[config.mk]
export PLATFORM = sky130hd
export DESIGN_NAME = cpu_run_ctrl
export DESIGN_NICKNAME = d
export VERILOG_FILES = /design/src/rtl/cpu_run_ctrl.sv
export SDC_FILE = /design/constraint.sdc
export NUM_CORES = 1
export LEC_CHECK = 0
export ABC_AREA = 1
export CORE_ASPECT_RATIO = 1.1
export CORE_MARGIN = 2
export CORE_UTILIZATION = 40
export DETAILED_ROUTE_END_ITERATION = 10
export SLEW_MARGIN = 5
export SYNTH_ARGS = -nofsm -noshare
export SYNTH_HDL_FRONTEND = slang
export SYNTH_SLANG_ARGS = --single-unit
[constraint.sdc]
create_clock -name clk -period 6.5 [get_ports clk]
set_input_delay 1.625 -clock clk [delete_from_list [all_inputs] [get_ports clk]]
set_output_delay 1.625 -clock clk [all_outputs]
set_load 0.02 [all_outputs]
[src/rtl/cpu_run_ctrl.sv]
// Run controller for a CPU under test: holds the core in reset after start, then runs it
// until the fetch PC stalls (halt) or a cycle budget expires (timeout).
module cpu_run_ctrl #(
  parameter int unsigned RESET_CYCLES = 4,
  parameter int unsigned CNT_W        = 32,
  parameter int unsigned MAX_CYCLES   = 100000,
  parameter int unsigned HALT_REPEAT  = 3,
  parameter int unsigned PC_W         = 32
) (
  input  logic             clk,
  input  logic             reset,
  input  logic             start,
  input  logic             clear,
  input  logic [PC_W-1:0]  pc,
  input  logic             pc_valid,
  output logic             cpu_reset,
  output logic             cpu_en,
  output logic             running,
  output logic             done,
  output logic             timeout,
  output logic [CNT_W-1:0] cycle_count,
  output logic [PC_W-1:0]  final_pc
);

  localparam int unsigned SMALL_W = 8;

  typedef enum logic [2:0] {IDLE, HOLD, RUN, HALTED, TIMEOUT} state_t;

  state_t             state;
  logic [SMALL_W-1:0] hold_cnt;
  logic [SMALL_W-1:0] rep_cnt;
  logic [PC_W-1:0]    last_pc;
  logic               seeded;

  logic [SMALL_W-1:0] rep_next;
  logic [PC_W-1:0]    last_pc_next;
  logic [CNT_W-1:0]   cnt_next;
  logic               halt_hit;
  logic               max_hit;

  // Halt / budget detection for the current RUN cycle; the first valid pc only seeds.
  always_comb begin
    rep_next     = rep_cnt;
    last_pc_next = last_pc;
    if (pc_valid) begin
      last_pc_next = pc;
      if (seeded && (pc == last_pc)) rep_next = SMALL_W'(rep_cnt + SMALL_W'(1));
      else                           rep_next = '0;
    end
    halt_hit = pc_valid && (rep_next == SMALL_W'(HALT_REPEAT));
    cnt_next = CNT_W'(cycle_count + CNT_W'(1));
    max_hit  = (cnt_next == CNT_W'(MAX_CYCLES));
  end

  always_ff @(posedge clk or posedge reset) begin
    if (reset) begin
      state       <= IDLE;
      cpu_reset   <= 1'b1;
      cpu_en      <= 1'b0;
      running     <= 1'b0;
      done        <= 1'b0;
      timeout     <= 1'b0;
      cycle_count <= '0;
      final_pc    <= '0;
      hold_cnt    <= '0;
      rep_cnt     <= '0;
      last_pc     <= '0;
      seeded      <= 1'b0;
    end else if (clear) begin
      state       <= IDLE;
      cpu_reset   <= 1'b1;
      cpu_en      <= 1'b0;
      running     <= 1'b0;
      done        <= 1'b0;
      timeout     <= 1'b0;
      cycle_count <= '0;
      final_pc    <= '0;
      hold_cnt    <= '0;
      rep_cnt     <= '0;
      last_pc     <= '0;
      seeded      <= 1'b0;
    end else begin
      case (state)
        IDLE: begin
          if (start) begin
            state       <= HOLD;
            hold_cnt    <= '0;
            rep_cnt     <= '0;
            last_pc     <= '0;
            seeded      <= 1'b0;
            cycle_count <= '0;
          end
        end
        HOLD: begin
          // cpu_reset stays high for RESET_CYCLES full cycles after leaving IDLE.
          if (hold_cnt == SMALL_W'(RESET_CYCLES - 1)) begin
            state       <= RUN;
            cpu_reset   <= 1'b0;
            cpu_en      <= 1'b1;
            running     <= 1'b1;
            cycle_count <= '0;
          end else begin
            hold_cnt <= SMALL_W'(hold_cnt + SMALL_W'(1));
          end
        end
        RUN: begin
          cycle_count <= cnt_next;
          rep_cnt     <= rep_next;
          last_pc     <= last_pc_next;
          seeded      <= seeded | pc_valid;
          if (halt_hit) begin
            state    <= HALTED;
            final_pc <= pc;
            cpu_en   <= 1'b0;
            running  <= 1'b0;
            done     <= 1'b1;
          end else if (max_hit) begin
            state    <= TIMEOUT;
            final_pc <= last_pc_next;
            cpu_en   <= 1'b0;
            running  <= 1'b0;
            done     <= 1'b1;
            timeout  <= 1'b1;
          end
        end
        HALTED, TIMEOUT: begin
          state <= state;
        end
        default: begin
          state     <= IDLE;
          cpu_reset <= 1'b1;
          cpu_en    <= 1'b0;
          running   <= 1'b0;
          done      <= 1'b0;
          timeout   <= 1'b0;
        end
      endcase
    end
  end

endmodule

## Word level (Yosys, flattened, before mapping)

Cells that the tools add are included.

- Output and inout bits: 69
- Register bits after elaboration: 120
- Latch bits: 0
- Memory bits (writable): 0
- Memories: 0
- Logic and storage cells: 97
- Bits in read-only memories: 0
- Input port bits: 37

- Div/mod/pow operators: 0
- $mul: 0
- Bitwise gates (word level): 1
- Muxes and demuxes: 43
- Reductions and logical operators: 21
- $add $sub $neg: 3
- Shift-type cells: 0
- Equality and inequality tests: 18
- $lt $le $gt $ge: 0

Operators by type and width:

| kind | count |
|---|---|
| $mux W32 | 9 |
| $pmux W32 S3 | 1 |
| $pmux W32 S2 | 1 |
| $mux W8 | 6 |
| $add A32 B1 Y32 const B | 1 |
| $eq A32 B17 Y1 const B | 1 |
| $eq A32 B32 Y1 | 1 |
| $pmux W8 S2 | 2 |
| $add A8 B1 Y8 const B | 2 |
| $eq A8 B2 Y1 const B | 2 |
| $mux W3 | 5 |
| $ne A3 B3 Y1 const B | 5 |
| $mux W1 | 13 |
| $pmux W3 S4 | 1 |
| $reduce_and A3 Y1 | 4 |
| $reduce_bool A3 Y1 | 3 |
| $pmux W1 S2 | 4 |
| $reduce_and A2 Y1 | 4 |
| $reduce_or A4 Y1 | 2 |
| $eq A3 B2 Y1 const B | 2 |
| $ne A2 B1 Y1 const B | 3 |
| $ne A4 B4 Y1 const B | 1 |
| $reduce_and A4 Y1 | 1 |
| $reduce_bool A4 Y1 | 1 |
| 10 further kinds | 11 |

## Logic depth before layout (Yosys ltp)

Gate-level depths: netlist of the first run.

- Word-level depth: 9
- Mapped depth: 18
- Gate-level depth less buffers: 17

## Worst setup path after synthesis of the first run

No wires, ideal clock.

- Kind: in2reg
- From: input pc_valid
- To: register final_pc[10]
- Setup time: 0.117 ns
- Cell stages on the path: 15
- Path buffers: 2
- Required time: 6.383 ns
- Path slack: 3.271 ns
- Arrival time: 3.112 ns
- Cells stage by stage: buf_2 -> nand2_1 -> nor2_1 -> nand4_1 -> o21ai_0 -> nand2_1 -> nor2_1 -> nand4_1 -> nand2_1 -> inv_1 -> nand2_4 -> nand2_4 -> buf_6 -> nand2_1 -> nand2_1

- Longest elaborated chain between the ends: 6
- Elaborated cells between the ends (all ways): 10
- Classes of those cells: eq/ne (1); mux (6); reduce/logical (3)

RTL lines:

| what | RTL line | source |
|---|---|---|
| from (decl) | 15 | `input logic pc_valid,` |
| $mux W8 | 45 | `if (pc_valid) begin` |
| $eq A8 B2 Y1 | 50 | `halt_hit = pc_valid && (rep_next == SMALL_W'(HALT_REPEAT));` |
| $logic_and A1 B1 Y1 | 50 |  |
| $mux W32 | 111 | `if (halt_hit) begin` |
| $mux W32 | 83 | `case (state)` |
| $mux W32 | 69 | `end else if (clear) begin` |
| to (signal assigned) | 113 | `final_pc <= pc;` |
| to (signal assigned) | 119 | `final_pc <= last_pc_next;` |
| to (decl) | 22 | `output logic [PC_W-1:0] final_pc` |

Parallel ways exist; a longest one is shown, timed or not. The select of a mux whose other input is x is not followed.
A chain may end at the register's enable or synchronous reset.

## Worst setup path in the final report of the first run

- From: input pc_valid
- To: register final_pc[29]

Same word-level chain as after synthesis.

==> results of run 1 <==
[power groups by stage]
stage | clock, mW | combinational [mW] | sequential (mW)
2_1_floorplan | 0 | 0.371 | 0.930
3_3_place_gp | 0 | 0.594 | 0.904
3_5_place_dp | 0 | 0.597 | 0.903
4_1_cts | 1.04 | 0.599 | 0.891
5_1_grt | 1.07 | 0.675 | 0.905
6_report | 1.02 | 0.593 | 0.891
[layout make-up]
| cell class | count | area [um2] |
|---|---|---|
| fill | 1714 | 8174 |
| multi-input combinational | 749 | 3406 |
| sequential | 120 | 3004 |
| timing repair buffer | 111 | 1091 |
| clock buffer | 18 | 439.2 |
| inverter | 109 | 411.6 |
| tap | 234 | 292.8 |
| clock inverter | 14 | 197.7 |
[placed cells by master (no fill, tap or decap), types with 2 or more instances in the layout]
cell type and n:
nand2_1 399, dfrtp_1 119, clkdlybuf4s50_1 104, inv_1 103
nor2_1 91, nand3_1 72, o21ai_0 56, a21oi_1 41
o22ai_1 21, clkbuf_16 17, xnor2_1 13, nand4_1 11
nor2_4 6, xor2_1 6, buf_4 6, nor3_1 5
ha_1 4, clkinv_4 4, bufinv_16 4, nor2_2 3
inv_2 3, nand2_2 3, nand2_4 3, clkinv_1 2
inv_6 2, clkinv_2 2, clkinvlp_4 2
[kinds of logic after synthesis]
| family | count (synthesis) | synth area share [%] |
|---|---|---|
| buffers and inverters | 142 | 8.278 |
| xor gates and xnor gates | 19 | 2.388 |
| and+or+nand+nor | 600 | 35.79 |
| AOI/OAI and AO/OA | 126 | 9.715 |
| adders and majority gates | 4 | 0.7183 |
| DFF | 120 | 43.11 |
[worst max-delay path, cell delays in order]
cell and delay [ns]:
buf_2 0.07, buf_4 0.43, nand2_1 0.11, nor2_1 0.19, nand4_1 0.16, o21ai_0 0.19
nand2_1 0.09, nor2_1 0.11, nand4_1 0.19, nand2_1 0.10, inv_1 0.06, nand2_4 0.31
nand2_4 0.32, nand2_1 0.15, nand2_1 0.06
[path summary, 6_finish.rpt]
kind	from	end	depth (start not counted)	slack (ns)
worst min-delay path	final_pc[11]	final_pc[11]	2	0.47
max in group asynchronous	reset	hold_cnt[4]	3	3.86
worst max register to register	cycle_count[0]	final_pc[29]	16	3.32
worst max-delay path	pc_valid	final_pc[29]	15	2.60
min in group asynchronous	reset	cycle_count[0]	2	1.63
worst min register to register	final_pc[11]	final_pc[11]	2	0.47
[synthesized netlist by cell type, drive strengths merged]
cell type and count:
dfstp 1, clkinv 2, o21a 1, xor2 6, nand4 12, nand3 73
clkbuf 17, o32ai 1, buf 16, dfrtp 119, ha 4, a22o 1
or2 1, a32o 1, o211ai 1, nand2 405, nor2 101, xnor2 13
o21ai 58, nand3b 1, a21oi 41, nor3 5, and2 1, a21boi 1
and3 1, inv 107, o22ai 21
[stage by stage]
step           hold WS [ns]  util (%)  std cells
2_1_floorplan        0.4652         -       1011
3_3_place_gp         0.4552     48.22       1323
3_5_place_dp         0.4577     48.22       1323
4_1_cts              0.4717     51.96       1355
5_1_grt              0.4888     51.96       1355
6_report             0.4664     51.96       1355
[layer usage]
metal  GRT usage [%]  wire length [um]  share of wire [%]
met1           29.26              8722                 48
met2           31.33              8172                 45
met3           3.722               888                4.9
met4           6.112               218                1.2
met5               0                 0                  0
[flip-flops by register name, indices dropped and copies added (netlist names)]
signal       flops
running          1
rep_cnt          8
cycle_count     32
seeded           1
last_pc         32
state            3
done             1
timeout          1
hold_cnt         8
final_pc        32
cpu_reset        1
==> results.json, run 1 <==
{
  "status": "finished clean",
  "p_leak_nw": 4.204,
  "drive_gt1_share_pct": 5.709,
  "first_pass_iters": 5,
  "power_density_nw_per_um2": 283.1,
  "setup_violations": 0,
  "slew_violations": 0,
  "first_global_vias": 6065,
  "critPathLaunchType": "input port",
  "tritoncts": "built",
  "fmaxAchievable_mhz": 256.4,
  "synth.top_cell.area_share_pct": 42.74,
  "die_x_um": 129.8,
  "yosysWarnings": 0,
  "ys_seq_area_share_pct": 43.11,
  "grt_pass1_wl_mm": 29.95,
  "dp_slack_ns": 2.153,
  "synthesis.area_um2": 6968,
  "final_nets": 1149,
  "syn_area_per_cell_um2": 6.892,
  "cts_buffer_depth": 2,
  "ys_top_cells_by_area": "dfrtp_1 (43%), nand2_1 (21%), inv_1 (5.6%), nand3_1 (5.2%), nor2_1 (5.0%)",
  "power_frac_comb_pct": 23.7,
  "antenna_found_initial": 0,
  "netlist_instances": 1011,
  "hold_path_class": "reg -> reg",
  "postRouteAntennaNets": 0,
  "finalInstanceArea_um2": 8842,
  "gp_congestion": 0.8476,
  "via_per_inst": 4.804,
  "ctsHoldBuffers": 0,
  "clock_power_share_pct": 40.7,
  "synth-seq-cells": 120,
  "power_mw": 2.503,
  "hpwl_mm": 12.60,
  "clockRootBuffer": "clkbuf_16",
  "cts.sinks": 120,
  "finalHoldViolations": 0,
  "dpl-instance-area_um2": 8205,
  "fin_tns_setup_ns": 0,
  "relSlewSlack_pct": 53.83,
  "cp_max_fo": 55,
  "ctsHtreeMaxLevel": 4,
  "diodes": 0,
  "grt_setup_unrepaired": "false",
  "routed_wl_mm": 18.00,
  "die_area_um2": 18490,
  "worstSkewPairLatency_ns": 0.42,
  "synth_top_area_cell": "dfrtp_1",
  "post-route-period-util_pct": 60.01,
  "grt_max_degree": 69,
  "drt-wirelength-per-cell_um": 13.28,
  "critPathCaptureType": "flop",
  "via_count": 6509,
  "tightest_slew_ns": 0.6883,
  "cell_internal_pwr_mw": 1.691,
  "grt_overflow_total": 0,
  "design.core.area_um2": 17020,
  "crit_required_ns": 6.81,
  "drt-initial-drc-count": 498,
  "io_pins": 106,
  "die_y_um": 142.4,
  "ir_worst_vdd_uv": 201.5,
  "drcViolationCount": 0,
  "cts_made_buffers": 17,
  "drv_cap": 0,
  "ys_types": 39,
  "postCtsSetupBuffers": 0,
  "cts-resized-gates": 0,
  "rows": 50,
  "skew_ns": 0.008596,
  "syn_to_final_growth_pct": 26.90,
  "cp_data_arrival_time_ns": 4.21,
  "clk_pin_slew_worst_paths_ns": 0.06,
  "port_buffers": 105,
  "start_util_pct": 40.95,
  "switching_share_pct": 32.45,
  "grt_util_all_layers_pct": 20.39,
  "syn_nets": 1052,
  "fin_crit_ns": 3.901,
  "netSwitchingPower_uw": 812.2,
  "setup_ws_ns": 2.599,
  "critPathKind": "in -> reg",
  "p_seq_share_pct": 35.6
}
(Power assumes the default switching activity.)
==> run 2: changes to the inputs <==
==> constraint.sdc (replaced) <==
create_clock -name clk -period 4 [get_ports clk]
set_input_delay 1 -clock clk [delete_from_list [all_inputs] [get_ports clk]]
set_output_delay 1 -clock clk [all_outputs]
set_load 0.02 [all_outputs]
==> run 2 against run 1 <==
Compared with the run above: sequential power up 63%; global-route usage is essentially flat; non-clock buffer count up 5; critical endpoint is now final_pc[26].
==> results.json, run 2 (synthesized netlist as in run 1, its figures left out) <==
{
  "status": "finished clean",
  "power_frac_comb_pct": 24.0,
  "die_area_um2": 18490,
  "layout_common_cells": "nand2_1 (399), dfrtp_1 (119), clkdlybuf4s50_1 (104)",
  "fin_tns_setup_ns": 0,
  "postLayoutCoreUtil_pct": 52.27,
  "rrSetupSlack_ns": 1.00,
  "layoutNonFillerInstCount": 1360,
  "ctsHtreeMaxLevel": 4,
  "finalHoldViolations": 0,
  "design.core.area_um2": 17020,
  "antenna_found_initial": 0,
  "cp_data_arrival_time_ns": 3.39,
  "slowest_stage": "clkdlybuf4s50_1",
  "power_density_nw_per_um2": 459.8,
  "tightest_slew_ns": 0.6837,
  "path_cells": "clkdlybuf4s50_1, inv_1, nand2_1, nand2_1, inv_1, nand2_1, nor2_1, nand2_1, nor2_1, nand3_1, nand2_1, nand4_1, nand2_1, inv_1, nand2_4, nand2_4, nand2_1, nand2_1",
  "critPathLaunchType": "input port",
  "hold_slack_ns": 0.4676,
  "tritoncts": "built",
  "cts_buffer_depth": 2,
  "switching_share_pct": 32.66,
  "final_nets": 1154,
  "finalInstanceArea_um2": 8895,
  "diodes": 0,
  "p_seq_share_pct": 35.4,
  "worstSkewPairLatency_ns": 0.43,
  "cp_max_fo": 32,
  "critPathKind": "in -> reg",
  "crit_path_frequent_cell": "nand2_1",
  "crit_required_ns": 4.31,
  "grt_overflow_total": 0,
  "slowest_delay_ns": 0.52,
  "ir_worst_vdd_uv": 307.6,
  "grt_setup_unrepaired": "false",
  "postCtsSetupBuffers": 0,
  "dpl-instance-area_um2": 8257,
  "final_common_cell": "nand2_1",
  "drive_gt1_share_pct": 6.128,
  "clockRootBuffer": "clkbuf_16",
  "rows": 50,
  "p_leak_nw": 4.209,
  "skew_ns": 0.008971,
  "via_per_inst": 4.890,
  "relSlewSlack_pct": 54.33,
  "cts-resized-gates": 0,
  "dp_cells": 1328,
  "hold_path_class": "reg -> reg",
  "critPathCaptureType": "flop",
  "port_buffers": 105,
  "critPathTopFamily": "simple AND/OR/NAND/NOR gates",
  "dp_slack_ns": 0.4933,
  "top_regs": "cycle_count (32), final_pc (32), last_pc (32)",
  "ctsHoldBuffers": 0,
  "cts.sinks": 120,
  "first_pass_iters": 5,
  "clock_power_share_pct": 40.5,
  "drv_cap": 0,
  "drcViolationCount": 0,
  "grt_max_degree": 48,
  "cts_made_buffers": 17,
  "routed_wl_mm": 18.37,
  "fmaxAchievable_mhz": 324.5,
  "die_y_um": 142.4,
  "first_global_vias": 5982,
  "fillers": 1694,
  "drt-wirelength-per-cell_um": 13.51,
  "postRouteAntennaNets": 0,
  "syn_to_final_growth_pct": 27.65,
  "grt_pass1_wl_mm": 29.77,
  "hpwl_mm": 13.11,
  "clk_pin_slew_worst_paths_ns": 0.05,
  "cell_internal_pwr_mw": 2.754,
  "via_count": 6651,
  "grt_util_all_layers_pct": 20.43,
  "die_x_um": 129.8,
  "post-route-period-util_pct": 77.04,
  "fin_crit_ns": 3.082,
  "critPathBufInv": 4,
  "netSwitchingPower_mw": 1.336,
  "start_util_pct": 40.95,
  "slew_violations": 0,
  "power_mw": 4.090,
  "setup_violations": 0,
  "drt-initial-drc-count": 377,
  "gp_congestion": 0.8622,
  "setup_ws_ns": 0.9185,
  "io_pins": 106
}
run 2: cell types whose count changed in the layout (fill, tap and decap cells not counted), sizes merged:
cell | previous run | this run
buf | 7 | 12
inv | 109 | 107
clkinvlp | 2 | 8
clkinv | 8 | 4
run 2: worst reg2reg max path, stage by stage (launching register included):
cell,delay [ns]
dfrtp_1,0.48
ha_1,0.26
nand2_2,0.10
nor2_4,0.20
nand2_2,0.11
nor2_2,0.23
nand2_1,0.08
nand2_1,0.06
nand2_1,0.07
nor2_1,0.13
nand2_1,0.07
nor2_2,0.17
nand4_2,0.20
nand2_4,0.25
nand2_4,0.28
nand2_1,0.15
nand2_1,0.06
run 2: power groups by stage:
| stage | Combinational (mW) | Clock [mW] | Sequential, mW |
|---|---|---|---|
| 2_1_floorplan | 0.603 | 0 | 1.51 |
| 3_3_place_gp | 0.978 | 0 | 1.47 |
| 3_5_place_dp | 0.987 | 0 | 1.47 |
| 4_1_cts | 0.992 | 1.68 | 1.45 |
| 5_1_grt | 1.11 | 1.74 | 1.47 |
| 6_report | 0.983 | 1.66 | 1.45 |
run 2: final cells by class:
type	count	area [um2]	area share, %
Inverter	109	412.9	4.642
Sequential cell	120	3004	33.77
Tap cell	234	292.8	3.292
Timing Repair Buffer	116	1141	12.83
Clock buffer	18	439.2	4.937
Clock inverter	14	198.9	2.237
Multi-Input combinational cell	749	3406	38.29
run 2: per-layer routing:
metal	up-vias	track usage, %	part of all wire [%]
li1	3401	-	-
met1	3096	29.06	49
met2	133	30.78	45
met3	21	5.000	4.6
met4	0	6.055	1.3
met5	-	0	0
run 2: path summary, 6_finish.rpt:
check | from | end | depth (start not counted)
min reg2reg | cpu_reset | cpu_reset | 2
min | cpu_reset | cpu_reset | 2
max | pc[17] | final_pc[26] | 18
min in group asynchronous | reset | cycle_count[7] | 2
max reg2reg | cycle_count[0] | final_pc[26] | 16
max in group asynchronous | reset | last_pc[4] | 3
==> run 3: changes to the inputs <==
==> constraint.sdc (replaced) <==
create_clock -name clk -period 2.5 [get_ports clk]
set_input_delay 0.625 -clock clk [delete_from_list [all_inputs] [get_ports clk]]
set_output_delay 0.625 -clock clk [all_outputs]
set_load 0.02 [all_outputs]
==> run 3 against run 2 <==
Compared with the run above: worst setup slack lost 0.86 ns; critical path depth shrank 1; sequential power grew 59%; sequential share of layout area shrank 1.8 points; clock skew shrank 0.0030 ns; sequential cell count is the same; clock-buffer cell count grew 2; non-clock buffer count grew 39; combinational power grew 75%; largest power group unchanged.
==> results.json, run 3 (synthesized netlist as in run 1, its figures left out) <==
{
  "status": "finished clean",
  "grt_max_degree": 52,
  "first_global_vias": 6208,
  "tritoncts": "built",
  "skew_ns": 0.006015,
  "relSlewSlack_pct": 73.17,
  "layout_common_cells": "nand2_1 (393), dfrtp_1 (116), inv_1 (102)",
  "slowest_delay_ns": 0.37,
  "grt_util_all_layers_pct": 21.20,
  "top_regs": "cycle_count (32), final_pc (32), last_pc (32)",
  "slew_violations": 0,
  "setup_violations": 0,
  "rrSetupSlack_ns": 0.06,
  "drcViolationCount": 0,
  "power_density_nw_per_um2": 718.6,
  "finalHoldViolations": 0,
  "final_nets": 1194,
  "port_buffers": 105,
  "via_count": 6829,
  "crit_path_frequent_cell": "nand2_1",
  "final_common_cell": "nand2_1",
  "ctsHoldBuffers": 0,
  "fin_crit_ns": 2.438,
  "die_y_um": 142.4,
  "io_pins": 106,
  "drive_gt1_share_pct": 11.58,
  "power_mw": 6.761,
  "drt-initial-drc-count": 403,
  "hold_path_class": "reg -> reg",
  "clockRootBuffer": "clkbuf_16",
  "rows": 50,
  "critPathCaptureType": "flop",
  "drv_cap": 0,
  "grt_overflow_total": 0,
  "via_per_inst": 4.878,
  "grt_setup_unrepaired": "true",
  "post-route-period-util_pct": 97.52,
  "die_x_um": 129.8,
  "cts_buffer_depth": 2,
  "routed_wl_mm": 19.03,
  "first_pass_iters": 5,
  "fillers": 1686,
  "diodes": 0,
  "postRouteAntennaNets": 0,
  "cts_made_buffers": 17,
  "syn_to_final_growth_pct": 35.03,
  "tightest_slew_ns": 0.4017,
  "ir_worst_vdd_uv": 548.3,
  "fmaxAchievable_mhz": 410.2,
  "postLayoutCoreUtil_pct": 55.29,
  "critPathKind": "reg -> reg",
  "hpwl_mm": 13.67,
  "slowest_stage": "dfrtp_1",
  "path_cells": "ha_2, nand2_2, nor2_4, nand2_1, nand2_1, nand2_1, nor2_1, nand2_1, nor2_2, nand2_2, nor2_4, nand4_4, nand2_4, nand2_4, buf_12, nand2_1, nand2_1",
  "cp_data_arrival_time_ns": 2.75,
  "drt-wirelength-per-cell_um": 13.59,
  "p_leak_nw": 4.499,
  "die_area_um2": 18490,
  "start_util_pct": 40.95,
  "gp_congestion": 0.8634,
  "critPathLaunchType": "flop",
  "crit_required_ns": 2.81,
  "design.core.area_um2": 17020,
  "antenna_found_initial": 0,
  "clk_pin_slew_worst_paths_ns": 0.06,
  "ctsHtreeMaxLevel": 4,
  "grt_pass1_wl_mm": 30.85,
  "cp_max_fo": 23,
  "cts.sinks": 120,
  "worstSkewPairLatency_ns": 0.42
}
run 3: changes by cell type in the layout (fill, tap and decap cells not counted), moves of 4 or more:
cell,change
buf_12,+5
clkinvlp_4,-5
nand2_1,-6
nor2_1,-16
buf_4,+31
nand2_2,+4
nor2_4,+6
nor2_2,+11
run 3: what timing repair did:
| item | CTS | global route |
|---|---|---|
| pin swaps | 2 | 20 |
| setup endpoints to repair | 32 | 38 |
| gates resized for setup | 4 | 41 |
| cloned | 0 | 1 |
| setup buffers | 0 | 6 |
run 3: critical path: cells and delay by family (launching register included):
kind	cells	cell delay (ns)
flops	1	0.37
fa+ha+maj	1	0.21
buf+inv	1	0.16
simple gates	15	1.57
run 3: final cells by class:
class,instances,area (um2),area share [%]
clock buffers,20,456.7,4.854
clock inverters,12,197.7,2.101
inverters,109,412.9,4.388
multi-input cells,750,3526,37.47
flip-flops and latches,120,3008,31.97
well taps,234,292.8,3.112
repair buffers,155,1515,16.10
run 3: path summary, 6_finish.rpt:
path / startpoint / cells after the start / endpoint
hold reg to reg: final_pc[11] / 2 / final_pc[11]
max in group asynchronous: reset / 3 / final_pc[1]
setup / recovery: cycle_count[0] / 17 / final_pc[20]
setup reg to reg: cycle_count[0] / 17 / final_pc[20]
hold / removal: final_pc[11] / 2 / final_pc[11]
min in group asynchronous: reset / 2 / final_pc[11]
run 3: stage by stage:
stage	cell area (um2)	TNS [ns]	instances	hold WS, ns	worst slack, ns
after detailed placement	8567	-9.390	1361	0.4532	-0.2827
after CTS	9243	0	1393	0.4693	0.02142
after global placement	8567	-9.618	1361	0.4534	-0.2817
final	9409	0	1400	0.4678	0.06209
after global routing	9409	-1.990	1400	0.4743	-0.08985
after floorplan	6972	0	1011	0.4652	0.1197
run 3: layer usage:
metal	wire length (um)	GRT usage [%]	share of wire, %	up-vias
met4	239	6.565	1.3	0
met1	9316	30.34	49	3188
li1	-	-	-	3498
met3	760	4.361	4.0	20
met5	0	0	0	-
met2	8712	32.21	46	123
run 3: power by group:
group | internal, mW | total, mW | switching (mW)
Clock | 1.82 | 2.73 | 0.912
Sequential | 2.18 | 2.31 | 0.127
Combinational | 0.636 | 1.72 | 1.09
Total | 4.63 | 6.76 | 2.13
